File: config.mk
export PLATFORM = sky130hd
export DESIGN_NAME = ps2_keyboard_rx
export DESIGN_NICKNAME = d
export VERILOG_FILES = /design/src/rtl/ps2_keyboard_rx.sv
export SDC_FILE = /design/constraint.sdc
export NUM_CORES = 1
export LEC_CHECK = 0
export CAP_MARGIN = 20
export CORE_AREA = 2 2 47 92
export CTS_CLUSTER_DIAMETER = 50
export DETAILED_ROUTE_END_ITERATION = 8
export DIE_AREA = 0 0 49 94
export PLACE_DENSITY_LB_ADDON = 0.1
export SKIP_LAST_GASP = 1
export SLEW_MARGIN = 20
export SYNTH_ARGS = -nofsm -noshare
export SYNTH_HDL_FRONTEND = slang
export SYNTH_SLANG_ARGS = --single-unit
File: constraint.sdc
create_clock -name clk -period 3.3 [get_ports clk]
set_clock_uncertainty 0.2 [all_clocks]
set_input_delay 0.33 -clock clk [delete_from_list [all_inputs] [get_ports clk]]
set_output_delay 0.33 -clock clk [all_outputs]
set_load 0.005 [all_outputs]
File: src/rtl/ps2_keyboard_rx.sv
// ps2_keyboard_rx
//
// Receives the PS/2 keyboard stream that the MiST user_io bridge produces.
// It turns set-2 scancodes into one-cycle key events that carry the
// extended (E0) and break (F0) qualifiers.
//
// The block runs on the fast core clock. Both PS/2 lines are oversampled
// through synchronisers, and falling edges of the synchronised ps2_clk
// drive a small IDLE/RECV/CHECK state machine.
//
// Optional feature macro: PS2_PARITY_CHECK_EN
//   defined   : a frame with an even number of ones across its data and
//               parity bits is dropped and reported on frame_error.
//   undefined : the parity bit is received but ignored.
//
// Parameters
//   TIMEOUT_CYCLES : clk cycles without a ps2_clk fall before a partial
//                    frame is discarded (must stay below 8192)
//   SYNC_STAGES    : synchroniser depth on both PS/2 lines (2..3)
//
// Ports
//   clk          in   core clock, rising edge
//   reset        in   synchronous, active-high
//   ps2_clk      in   PS/2 clock, asynchronous, idles high
//   ps2_data     in   PS/2 data, asynchronous
//   rx_byte      out  last raw byte received, including prefix bytes
//   rx_valid     out  one-cycle pulse when rx_byte is updated
//   key_code     out  scancode of the last key event
//   key_extended out  last key event was preceded by E0
//   key_released out  last key event was preceded by F0
//   key_strobe   out  one-cycle pulse when the key_* outputs are updated
//   frame_error  out  one-cycle pulse on bad start/stop/parity or timeout

module ps2_keyboard_rx #(
  parameter int TIMEOUT_CYCLES = 4095,
  parameter int SYNC_STAGES    = 2
) (
  input  logic       clk,
  input  logic       reset,
  input  logic       ps2_clk,
  input  logic       ps2_data,
  output logic [7:0] rx_byte,
  output logic       rx_valid,
  output logic [7:0] key_code,
  output logic       key_extended,
  output logic       key_released,
  output logic       key_strobe,
  output logic       frame_error
);

  typedef enum logic [1:0] {
    IDLE  = 2'd0,
    RECV  = 2'd1,
    CHECK = 2'd2
  } stateT;

  localparam logic [12:0] TIMEOUT_VAL = 13'(TIMEOUT_CYCLES);
  localparam logic [12:0] TIMER_MAX   = 13'h1FFF;

  logic [SYNC_STAGES-1:0] clkSync_q;
  logic [SYNC_STAGES-1:0] dataSync_q;
  logic                   clkPrev_q;
  logic                   clkSynced;
  logic                   dataSynced;
  logic                   fall;

  stateT       state_q;
  logic [3:0]  bitCnt_q;
  logic [12:0] timer_q;
  logic [9:0]  shiftReg_q;
  logic [9:0]  shiftReg_d;
  logic        extPend_q;
  logic        brkPend_q;
  logic        parityOk;

  logic [7:0]  rxByte_q;
  logic        rxValid_q;
  logic [7:0]  keyCode_q;
  logic        keyExtended_q;
  logic        keyReleased_q;
  logic        keyStrobe_q;
  logic        frameError_q;

  // Both lines pass through synchronisers of the same depth, so the data
  // bit stays aligned with the clock edge that qualifies it. The stages
  // reset to the idle-high level, so leaving reset never looks like a
  // falling edge.
  always_ff @(posedge clk) begin
    if (reset) begin
      clkSync_q  <= '1;
      dataSync_q <= '1;
      clkPrev_q  <= 1'b1;
    end else begin
      clkSync_q  <= {clkSync_q[SYNC_STAGES-2:0], ps2_clk};
      dataSync_q <= {dataSync_q[SYNC_STAGES-2:0], ps2_data};
      clkPrev_q  <= clkSync_q[SYNC_STAGES-1];
    end
  end

  // A falling edge is a synchronised high-to-low transition on ps2_clk.
  // Frames arrive LSB first, so each new bit enters at the top of the
  // shift register. After ten shifts the register holds
  // {stop, parity, data[7:0]}.
  always_comb begin
    clkSynced  = clkSync_q[SYNC_STAGES-1];
    dataSynced = dataSync_q[SYNC_STAGES-1];
    fall       = clkPrev_q & ~clkSynced;
    shiftReg_d = {dataSynced, shiftReg_q[9:1]};
  end

  // Odd parity: data plus parity must hold an odd number of ones.
  // When the check is compiled out, the parity bit is still reduced into
  // the result, but the result is forced true.
`ifdef PS2_PARITY_CHECK_EN
  assign parityOk = ^shiftReg_q[8:0];
`else
  assign parityOk = (^shiftReg_q[8:0]) | 1'b1;
`endif

  // Main receive state machine. It collects the frame, validates it in a
  // single CHECK cycle and tracks the E0/F0 prefixes. The pulse outputs
  // default low every cycle, so each one lasts exactly one clock.
  always_ff @(posedge clk) begin
    if (reset) begin
      state_q       <= IDLE;
      bitCnt_q      <= 4'd0;
      timer_q       <= 13'd0;
      shiftReg_q    <= 10'd0;
      extPend_q     <= 1'b0;
      brkPend_q     <= 1'b0;
      rxByte_q      <= 8'd0;
      rxValid_q     <= 1'b0;
      keyCode_q     <= 8'd0;
      keyExtended_q <= 1'b0;
      keyReleased_q <= 1'b0;
      keyStrobe_q   <= 1'b0;
      frameError_q  <= 1'b0;
    end else begin
      rxValid_q    <= 1'b0;
      keyStrobe_q  <= 1'b0;
      frameError_q <= 1'b0;
      case (state_q)
        IDLE: begin
          timer_q <= 13'd0;
          if (fall) begin
            if (!dataSynced) begin
              state_q  <= RECV;
              bitCnt_q <= 4'd1;
            end else begin
              frameError_q <= 1'b1;
            end
          end
        end
        RECV: begin
          if (fall) begin
            shiftReg_q <= shiftReg_d;
            bitCnt_q   <= bitCnt_q + 4'd1;
            timer_q    <= 13'd0;
            if (bitCnt_q == 4'd10) begin
              state_q <= CHECK;
            end
          end else if (timer_q == TIMEOUT_VAL) begin
            frameError_q <= 1'b1;
            state_q      <= IDLE;
            bitCnt_q     <= 4'd0;
            timer_q      <= 13'd0;
          end else if (timer_q != TIMER_MAX) begin
            timer_q <= timer_q + 13'd1;
          end
        end
        CHECK: begin
          state_q  <= IDLE;
          bitCnt_q <= 4'd0;
          timer_q  <= 13'd0;
          if (!shiftReg_q[9] || !parityOk) begin
            frameError_q <= 1'b1;
          end else begin
            rxByte_q  <= shiftReg_q[7:0];
            rxValid_q <= 1'b1;
            if (shiftReg_q[7:0] == 8'hE0) begin
              extPend_q <= 1'b1;
            end else if (shiftReg_q[7:0] == 8'hF0) begin
              brkPend_q <= 1'b1;
            end else begin
              keyCode_q     <= shiftReg_q[7:0];
              keyExtended_q <= extPend_q;
              keyReleased_q <= brkPend_q;
              keyStrobe_q   <= 1'b1;
              extPend_q     <= 1'b0;
              brkPend_q     <= 1'b0;
            end
          end
        end
        default: begin
          state_q  <= IDLE;
          bitCnt_q <= 4'd0;
          timer_q  <= 13'd0;
        end
      endcase
    end
  end

  assign rx_byte      = rxByte_q;
  assign rx_valid     = rxValid_q;
  assign key_code     = keyCode_q;
  assign key_extended = keyExtended_q;
  assign key_released = keyReleased_q;
  assign key_strobe   = keyStrobe_q;
  assign frame_error  = frameError_q;

endmodule

# ---- After elaboration in Yosys (flattened, before gate mapping)
# Index checks and enable logic that the tools add are counted.
dict set report classes {
  add_sub_neg 2
  multipliers 0
  n_div 0
  order_cmp 0
  eq_ne 12
  shift 0
  mux 22
  bitwise_logic 7
  reduce_logical 11
}
# cell count
set ops {}
lappend ops {{$eq 8x8->1 const B} 2}
lappend ops {{$mux 4} 4}
lappend ops {{$add 13x1->13 const B} 1}
lappend ops {{$eq 13x12->1 const B} 1}
lappend ops {{$ne 13x13->1 const B} 1}
lappend ops {{$mux 1} 10}
lappend ops {{$mux 2} 5}
lappend ops {{$reduce_and 3->1} 3}
lappend ops {{$pmux 4 s2} 1}
lappend ops {{$reduce_and 4->1} 2}
lappend ops {{$reduce_or 4->1} 2}
lappend ops {{$ne 2x2->1 const B} 3}
lappend ops {{$ne 3x3->1 const B} 2}
lappend ops {{$not 1->1} 6}
lappend ops {{$add 4x1->4 const B} 1}
lappend ops {{$eq 4x4->1 const B} 1}
lappend ops {{$pmux 2 s2} 1}
lappend ops {{$reduce_and 2->1} 2}
lappend ops {{$pmux 1 s3} 1}
lappend ops {{$eq 2x1->1 const B} 1}
lappend ops {{$eq 2x2->1 const B} 1}
lappend ops {{$logic_not 2->1} 1}
lappend ops {{$reduce_or 2->1} 1}
lappend ops {{$and 1x1->1} 1}
dict set report totals {
  regBits 57
  latchBits 0
  mem_bits_rw 0
  rom_bits 0
  inputBits 4
  output_inout_bits 21
  elab_cells 70
  n_memories 0
}

# ---- Depth between registers and ports, before layout
# Gate-level depths: netlist (run 1).
dict set report logic_depth {
  word_depth 4
  ltp_mapped 7
  ltp_nobuf 6
}

# ---- Worst setup path after synthesis (run 1)
# No wires, ideal clock.
dict set report synth_path {
  path_type {register -> register}
  start {reg timer_q[0]}
  end {reg timer_q[5]}
  setup_time_ps 70
  arrival_ps 1589
  t_required_ps 3030
  path_slack_ps 1441
  path_stages_with_launch 8
  n_path_buf 2
  synth_period_minus_slack_ps 1859
  path_cell_list {dfxtp_1 -> ha_1 -> and3_1 -> buf_2 -> and4_4 -> buf_6 -> or3_1 -> a21oi_1}
}
dict set report synth_via {
  elab_chain_len 2
  word_cells_on_any_way 4
  cone_classes {add/sub: 1; eq/ne: 2; reduce/logical: 1}
}
# element line
set synth_rtl {}
lappend synth_rtl {{start: declaration} 69} ;# logic [12:0] timer_q;
lappend synth_rtl {{start signal: assignment} 168} ;# timer_q <= timer_q + 13'd1;
lappend synth_rtl {{branches (longest 2 deep; another with $add 13x1->13)} -}
# Parallel ways; which one is timed is not known.
# A chain may end at the register's enable or synchronous reset.

# ---- Worst setup path in the final report (run 1)
dict set report layout_path {
  start {reg timer_q[0]}
  end {reg timer_q[6]}
}
# Same word-level chain as after synthesis.

==> results.md, run 1 <==
- Antenna cell count: 0
- Post-DP Area: 2440 µm²
- Total congestion overflow: 0
- Part of the power in registers: 49.1%
- Vias in the first global route: 1617
- Crit-path max cell delay: 0.38 ns
- Fin crit period: 1.96 ns
- Pre-antenna DRT Iters: 4
- Die Ht: 94 µm
- Filler-free cell count of the finished design: 324
- Crit path required time: 3.31 ns
- ANT nets after route: 0
- Syn nets: 252
- Pins Over Slew Limit: 0
- Mapped Area: 2200 µm²
- Cell Rows: 32
- Initial antenna violation count: 0
- HPWL Detailed: 3050 µm
- Psw: 0.286 mW
- Most common cell after layout, fill and taps aside: dfxtp_1
- Internal power: 1.12 mW
- Post-CTS Setup Bufs: 0
- Worst Setup End Kind: register
- CTS tree: built
- DRC violations left: 0
- Hold_buf cts: 0
- Switching Fraction: 20.3%
- PD cells: 532 nW/µm²
- Critical path's slowest cell: dfxtp_1
- Lkg Pwr: 0.904 nW
- Die width: 49 µm
- Post-synthesis adder-cell area fraction: 1.70%
- Die area: 4610 µm²
- Top Metal Used: met4
- Total negative slack: 0 ns
- Post-synthesis compound-gate area fraction: 17.2%
- CP Launch Type: register
- Tcrit/Tclk final: 59.5%
- Worst Path Max Fanout: 12
- Max cap viols: 0
- Total number of vias: 1771
- Arr. time, crit path: 1.97 ns
- Synth Flop Type: dfxtp_1
- I/O pin cnt: 25
- Clock network power share: 49.3%
- Final setup viols: 0
- Comb pwr share: 1.6%
- Drt via density: 5.47
- Met2 WL: 2290 µm
- Clock buffer depth: 2
- Critical Path, Cell by Cell: ha_1 > and3_1 > nand4_1 > nand2_1 > nor3_1
- Hold Slack: 0.209 ns
- Share of post-route cells with drive strength above 1: 8.79%
- First DRT Iteration DRCs: 49
- WL met3: 145 µm
- Synth async-reset ratio: 0%
- Mux share of post-synthesis cell area: 0.966%
- Hold violation count in the final report: 0
- # port buffers: 24
- Clk root buf: clkbuf_8
- Post-Synth XOR/XNOR Area: 0.795%
- Worst Tran Pin Value: 0.653 ns
- Core area: 3880 µm²
- Worst VDD drop: 0.364 mV
- Worst hold-check path type: reg2reg
- # nets final: 275
- Post-CTS resize count: 0
- Largest family of logic cells by synthesized area: simple AND/OR/NAND/NOR gates
- Fmax: 509 MHz
- GRT Overall Usage: 21.4%
- Flops & latches, synth: 57
- Later-pin clock latency in the skew report: 0.34 ns
- Placer Congestion: 0.809
- Final worst slack: 1.34 ns
- Clock transition at path regs: 0.07 ns
- Post-synth EDFFs: 0
- Outcome: complete, no violations
- Simple-Gate Fraction of Synth Area: 23.6%
- CTS Sinks: 57
- DRT Wirelength: 4350 µm
- Layout area overhead: 20.5%
- Dpl ws: 1.15 ns
- Slew Limit Headroom: 56.3%
- RSZ-0062 raised after global routing: no
- Fin area: 2650 µm²
- Cts bufs inserted: 9
- Ys Warns: 0
- Syn avg cell area: 8.99 µm²
- Global-route wire length before repair: 7330 µm
- Register area share after synthesis: 51.8%
- Crit path kind: reg2reg
- Commonest cells after routing, fill and taps aside: 57 x dfxtp_1, 46 x nand2_1, 26 x a21oi_1, 24 x clkdlybuf4s50_1, 20 x nor2_1
- Placed Instances: 308
- H-tree depth: 3
- Post-Synthesis Cells: 245
- Initial Utilization: 56.7%
- Wirelength per Cell: 13.4 µm
- Library cells used by synthesis: 42
- M1 WL: 1770 µm
- Pin count of the biggest net entering global routing: 24
critical path: cells and delay by family (launching register included):
kind          cells  cell delay [ns]
flops             1             0.38
simple gates      4             1.03
fa+ha+maj         1             0.22
cell families (layout without fill, tap and decap cells):
| family | Yosys count | after routing |
|---|---|---|
| buf+inv | 17 | 45 |
| flops | 57 | 57 |
| fa+ha+maj | 3 | 3 |
| simple gates | 107 | 107 |
| xor+xnor | 2 | 2 |
| compound gates | 57 | 57 |
| mux | 2 | 2 |
power groups by stage:
stage	Combinational [mW]	Sequential, mW	Clock, mW
finish	0.0219	0.693	0.696
detailed placement	0.0217	0.708	0
floorplan	0.0155	0.708	0
CTS	0.0219	0.693	0.706
global placement	0.0219	0.708	0
global route	0.0242	0.693	0.733
per-layer routing:
metal	up-vias	track usage (%)
li1	905	-
met1	819	22.3
met2	35	36.9
met3	12	5.25
met4	0	15.0
met5	-	0
final timing paths:
kind / startpoint / to / slack (ns) / cells after the start
setup / recovery: timer_q[0]$_SDFFE_PP0P_ / timer_q[6]$_SDFFE_PP0P_ / 1.34 / 5
hold / removal: clkSync_q[0]$_SDFF_PP1_ / clkSync_q[1]$_SDFF_PP1_ / 0.21 / 1
setup reg to reg: timer_q[0]$_SDFFE_PP0P_ / timer_q[6]$_SDFFE_PP0P_ / 1.34 / 5
hold reg to reg: clkSync_q[0]$_SDFF_PP1_ / clkSync_q[1]$_SDFF_PP1_ / 0.21 / 1
synthesized netlist by cell type (all sizes together) (4+ instances only):
cell / n / area, µm²
or2: 6 / 37.5
nand4: 4 / 25.0
inv: 4 / 15.0
a211oi: 5 / 37.5
nand2: 46 / 173
a21oi: 26 / 130
buf: 8 / 52.6
a22o: 10 / 87.6
nor2b: 4 / 25.0
nor2: 20 / 75.1
o21ai: 4 / 20.0
nand3: 5 / 25.0
clkbuf: 5 / 18.8
dfxtp: 57 / 1140
final cells by class:
| class | count | area, µm² |
|---|---|---|
| Clock buffer | 11 | 131 |
| Clock inverter | 5 | 80.1 |
| Fill cell | 334 | 1230 |
| Inverter | 4 | 15.0 |
| Multi-Input combinational cell | 171 | 975 |
| Sequential cell | 57 | 1140 |
| Tap cell | 51 | 63.8 |
| Timing Repair Buffer | 25 | 248 |
flip-flops by register name (all words and copies together), names as in the netlist, 2 cells and up:
signal	flops
bitCnt_q	4
key_code	8
rx_byte	8
shiftReg_q	10
dataSync_q	2
state_q	2
clkSync_q	2
timer_q	13
stage by stage:
step                      util, %  power [mW]
final                        68.3        1.41
after global routing         68.3        1.45
after floorplan                 -       0.723
after detailed placement     62.9       0.730
after global placement       62.9       0.730
after CTS                    68.3        1.42
Note: power is estimated with default switching activity, not from simulation.
==> inputs of run 2 (changes only) <==
--- a/config.mk
+++ b/config.mk
@@ -6,10 +6,10 @@
 export NUM_CORES = 1
 export LEC_CHECK = 0
 export CAP_MARGIN = 20
-export CORE_AREA = 2 2 47 92
+export CORE_AREA = 2 2 49 96
 export CTS_CLUSTER_DIAMETER = 50
 export DETAILED_ROUTE_END_ITERATION = 8
-export DIE_AREA = 0 0 49 94
+export DIE_AREA = 0 0 51 98
 export PLACE_DENSITY_LB_ADDON = 0.1
 export SKIP_LAST_GASP = 1
 export SLEW_MARGIN = 20
==> constraint.sdc (replaced) <==
create_clock -name clk -period 1.9 [get_ports clk]
set_clock_uncertainty 0.2 [all_clocks]
set_input_delay 0.19 -clock clk [delete_from_list [all_inputs] [get_ports clk]]
set_output_delay 0.19 -clock clk [all_outputs]
set_load 0.005 [all_outputs]
==> run 2 against run 1 <==
Effect of this change:
- worst setup slack worse by 1.2 ns
- register-to-register slack worse by 1.2 ns
- wire length up 7.1%
- sequential power up 73%
- non-clock buffer count up 17
- sequential share of layout area down 2.8 points
- via count up 4.0%
- critical path type unchanged
- largest cell class unchanged
- utilization down 2.3 points
- clock-buffer cell count unchanged
- largest power group unchanged
- design area up 6.9%
==> results.md, run 2 (synthesis gave the netlist of run 1 again) <==
- Crit path kind: reg2reg
- RSZ-0062 raised after global routing: no
- DRC violations left: 0 (unchanged)
- Critical Path, Cell by Cell: ha_1 > nand3_1 > o311ai_0 > buf_4 > or3_1 > a21oi_1
- Cts bufs inserted: 9 (unchanged)
- CTS tree: built
- # port buffers: 24 (unchanged)
- Pin count of the biggest net entering global routing: 21 (-13%)
- CP Launch Type: register
- GRT Overall Usage: 21.7% (+0.33 points)
- Fin area: 2840 µm² (+6.9%)
- Share of post-route cells with drive strength above 1: 14.5% (+5.7 points)
- Final setup viols: 0 (unchanged)
- Outcome: complete, no violations
- Placer Congestion: 0.815 (+0.63%)
- Post-DP Area: 2570 µm² (+5.4%)
- Crit path required time: 1.92 ns (-1.39 ns)
- Total congestion overflow: 0 (unchanged)
- Total negative slack: 0 ns (unchanged)
- Pins Over Slew Limit: 0 (unchanged)
- Die area: 5000 µm² (+8.5%)
- Hold violation count in the final report: 0 (unchanged)
- Worst hold-check path type: reg2reg
- Commonest cells after routing, fill and taps aside: 57 x dfxtp_1, 46 x nand2_1, 26 x a21oi_1, 24 x clkdlybuf4s50_1, 20 x nor2_1
- Pre-antenna DRT Iters: 4 (unchanged)
- Worst Setup EP: timer_q[9]$_SDFFE_PP0P_
- Lkg Pwr: 1.01 nW (+12%)
- Later-pin clock latency in the skew report: 0.33 ns (about the same)
- Fmax: 557 MHz (+9.4%)
- Tcrit/Tclk final: 94.5% (+35 points)
- Reg2Reg Depth: 6 (+1)
- Most common cell after layout, fill and taps aside: dfxtp_1
- Vias in the first global route: 1764 (+9.1%)
- Post-CTS Setup Bufs: 0 (unchanged)
- Slew Limit Headroom: 71.2% (+15 points)
- Final Core Density: 66.0% (-2.3 points)
- Initial Utilization: 51.3% (-5.4 points)
- Max reg flops: 13 (unchanged)
- Worst R2R End: timer_q[9]$_SDFFE_PP0P_
- Wirelength per Cell: 13.5 µm (+0.86%)
- Die Ht: 98 µm (+4.3%)
- First DRT Iteration DRCs: 37 (-24%)
- Global-route wire length before repair: 7990 µm (+9.0%)
- Initial antenna violation count: 0 (unchanged)
- Worst Path Max Fanout: 4 (-8)
- Die width: 51 µm (+4.1%)
- PD cells: 959 nW/µm² (+80%)
- Antenna cell count: 0 (unchanged)
- CTS Sinks: 57 (unchanged)
- Hold Slack: 0.213 ns (+0.00320 ns)
- Fin crit period: 1.80 ns (-0.168 ns)
- Largest Register: timer_q
- Layout area overhead: 28.9%
- Reg-to-reg startpoint: timer_q[0]$_SDFFE_PP0P_
- Worst VDD drop: 0.941 mV (+160%)
- Largest registers: timer_q (13), shiftReg_q (10)
- Crit. Startpoint: timer_q[0]$_SDFFE_PP0P_
- H-tree depth: 3 (unchanged)
- Worst Tran Pin Value: 0.429 ns (-0.224 ns)
- Clock transition at path regs: 0.06 ns (about the same)
- Core area: 4300 µm² (+11%)
- Tot Pwr: 2.72 mW (+93%)
- Arr. time, crit path: 1.81 ns (-0.16 ns)
- Fill cell count: 367 (+9.9%)
- Worst Setup End Kind: register
- Clock buffer depth: 2 (unchanged)
- DRT Wirelength: 4650 µm (+7.1%)
- Total number of vias: 1841 (+4.0%)
- Cell Rows: 34 (+6.3%)
- # nets final: 292 (+6.2%)
- R2r setup slk: 0.10 ns (-1.23 ns)
- ANT nets after route: 0 (unchanged)
- Crit-path max cell delay: 0.39 ns (about the same)
- Clk root buf: clkbuf_8
- I/O pin cnt: 25 (unchanged)
- Drt via density: 5.35 (-2.1%)
- Max cap viols: 0 (unchanged)
- HPWL Detailed: 3310 µm (+8.4%)
- Critical path's slowest cell: dfxtp_1
[run 2: area by class of cell]
class	count	area (µm²)	area share (%)
timing repair buffer	42	375	13.2
clock inverter	5	128	4.50
clock buffer	11	131	4.63
multi-input combinational	171	980	34.5
sequential	57	1140	40.2
tap	54	67.6	2.38
inverter	4	15.0	0.529
[run 2: critical path: cells and delay by family (launching register included)]
family / cells / cell delay [ns]
AO/OA/AOI/OAI: 2 / 0.42
flip-flops: 1 / 0.39
buffers and inverters: 1 / 0.19
adder cells (fa/ha/maj): 1 / 0.24
AND/OR/NAND/NOR: 2 / 0.25
[run 2: metal layers]
| layer | vias up | share of wire [%] | GRT usage, % |
|---|---|---|---|
| li1 | 950 | - | - |
| met2 | 19 | 55 | 36.1 |
| met1 | 860 | 40 | 22.5 |
| met5 | - | 0 | 0 |
| met4 | 0 | 3.3 | 15.0 |
| met3 | 12 | 2.4 | 6.57 |
[run 2: worst min path at each step]
stage / from / to / slack [ns] / depth (start not counted)
CTS: ps2_clk / clkSync_q[0]$_SDFF_PP1_ / 0.20 / 2
global placement: clkSync_q[0]$_SDFF_PP1_ / clkSync_q[1]$_SDFF_PP1_ / 0.19 / 1
detailed placement: dataSync_q[0]$_SDFF_PP1_ / dataSync_q[1]$_SDFF_PP1_ / 0.20 / 1
finish: clkSync_q[0]$_SDFF_PP1_ / clkSync_q[1]$_SDFF_PP1_ / 0.21 / 1
floorplan: ps2_clk / clkSync_q[0]$_SDFF_PP1_ / 0.09 / 1
global route: ps2_clk / clkSync_q[0]$_SDFF_PP1_ / 0.21 / 2
[run 2: power breakdown]
part | switching [mW] | internal [mW] | total [mW]
clock network | 0.471 | 1.00 | 1.48
registers | 0.00354 | 1.20 | 1.20
logic | 0.0227 | 0.0197 | 0.0424
[run 2: timing repair]
item                                    in CTS  in global routing
resized for setup                            0                  2
hold endpoints to repair                     0                  0
hold buffers                                 0                  0
endpoints found under the setup margin       0                 18
[run 2: stage by stage]
step,worst slack [ns],instances
floorplan,0.0408,245
global placement,0.106,328
detailed placement,0.0635,328
CTS,0.0313,344
global route,0.00697,344
finish,0.104,344
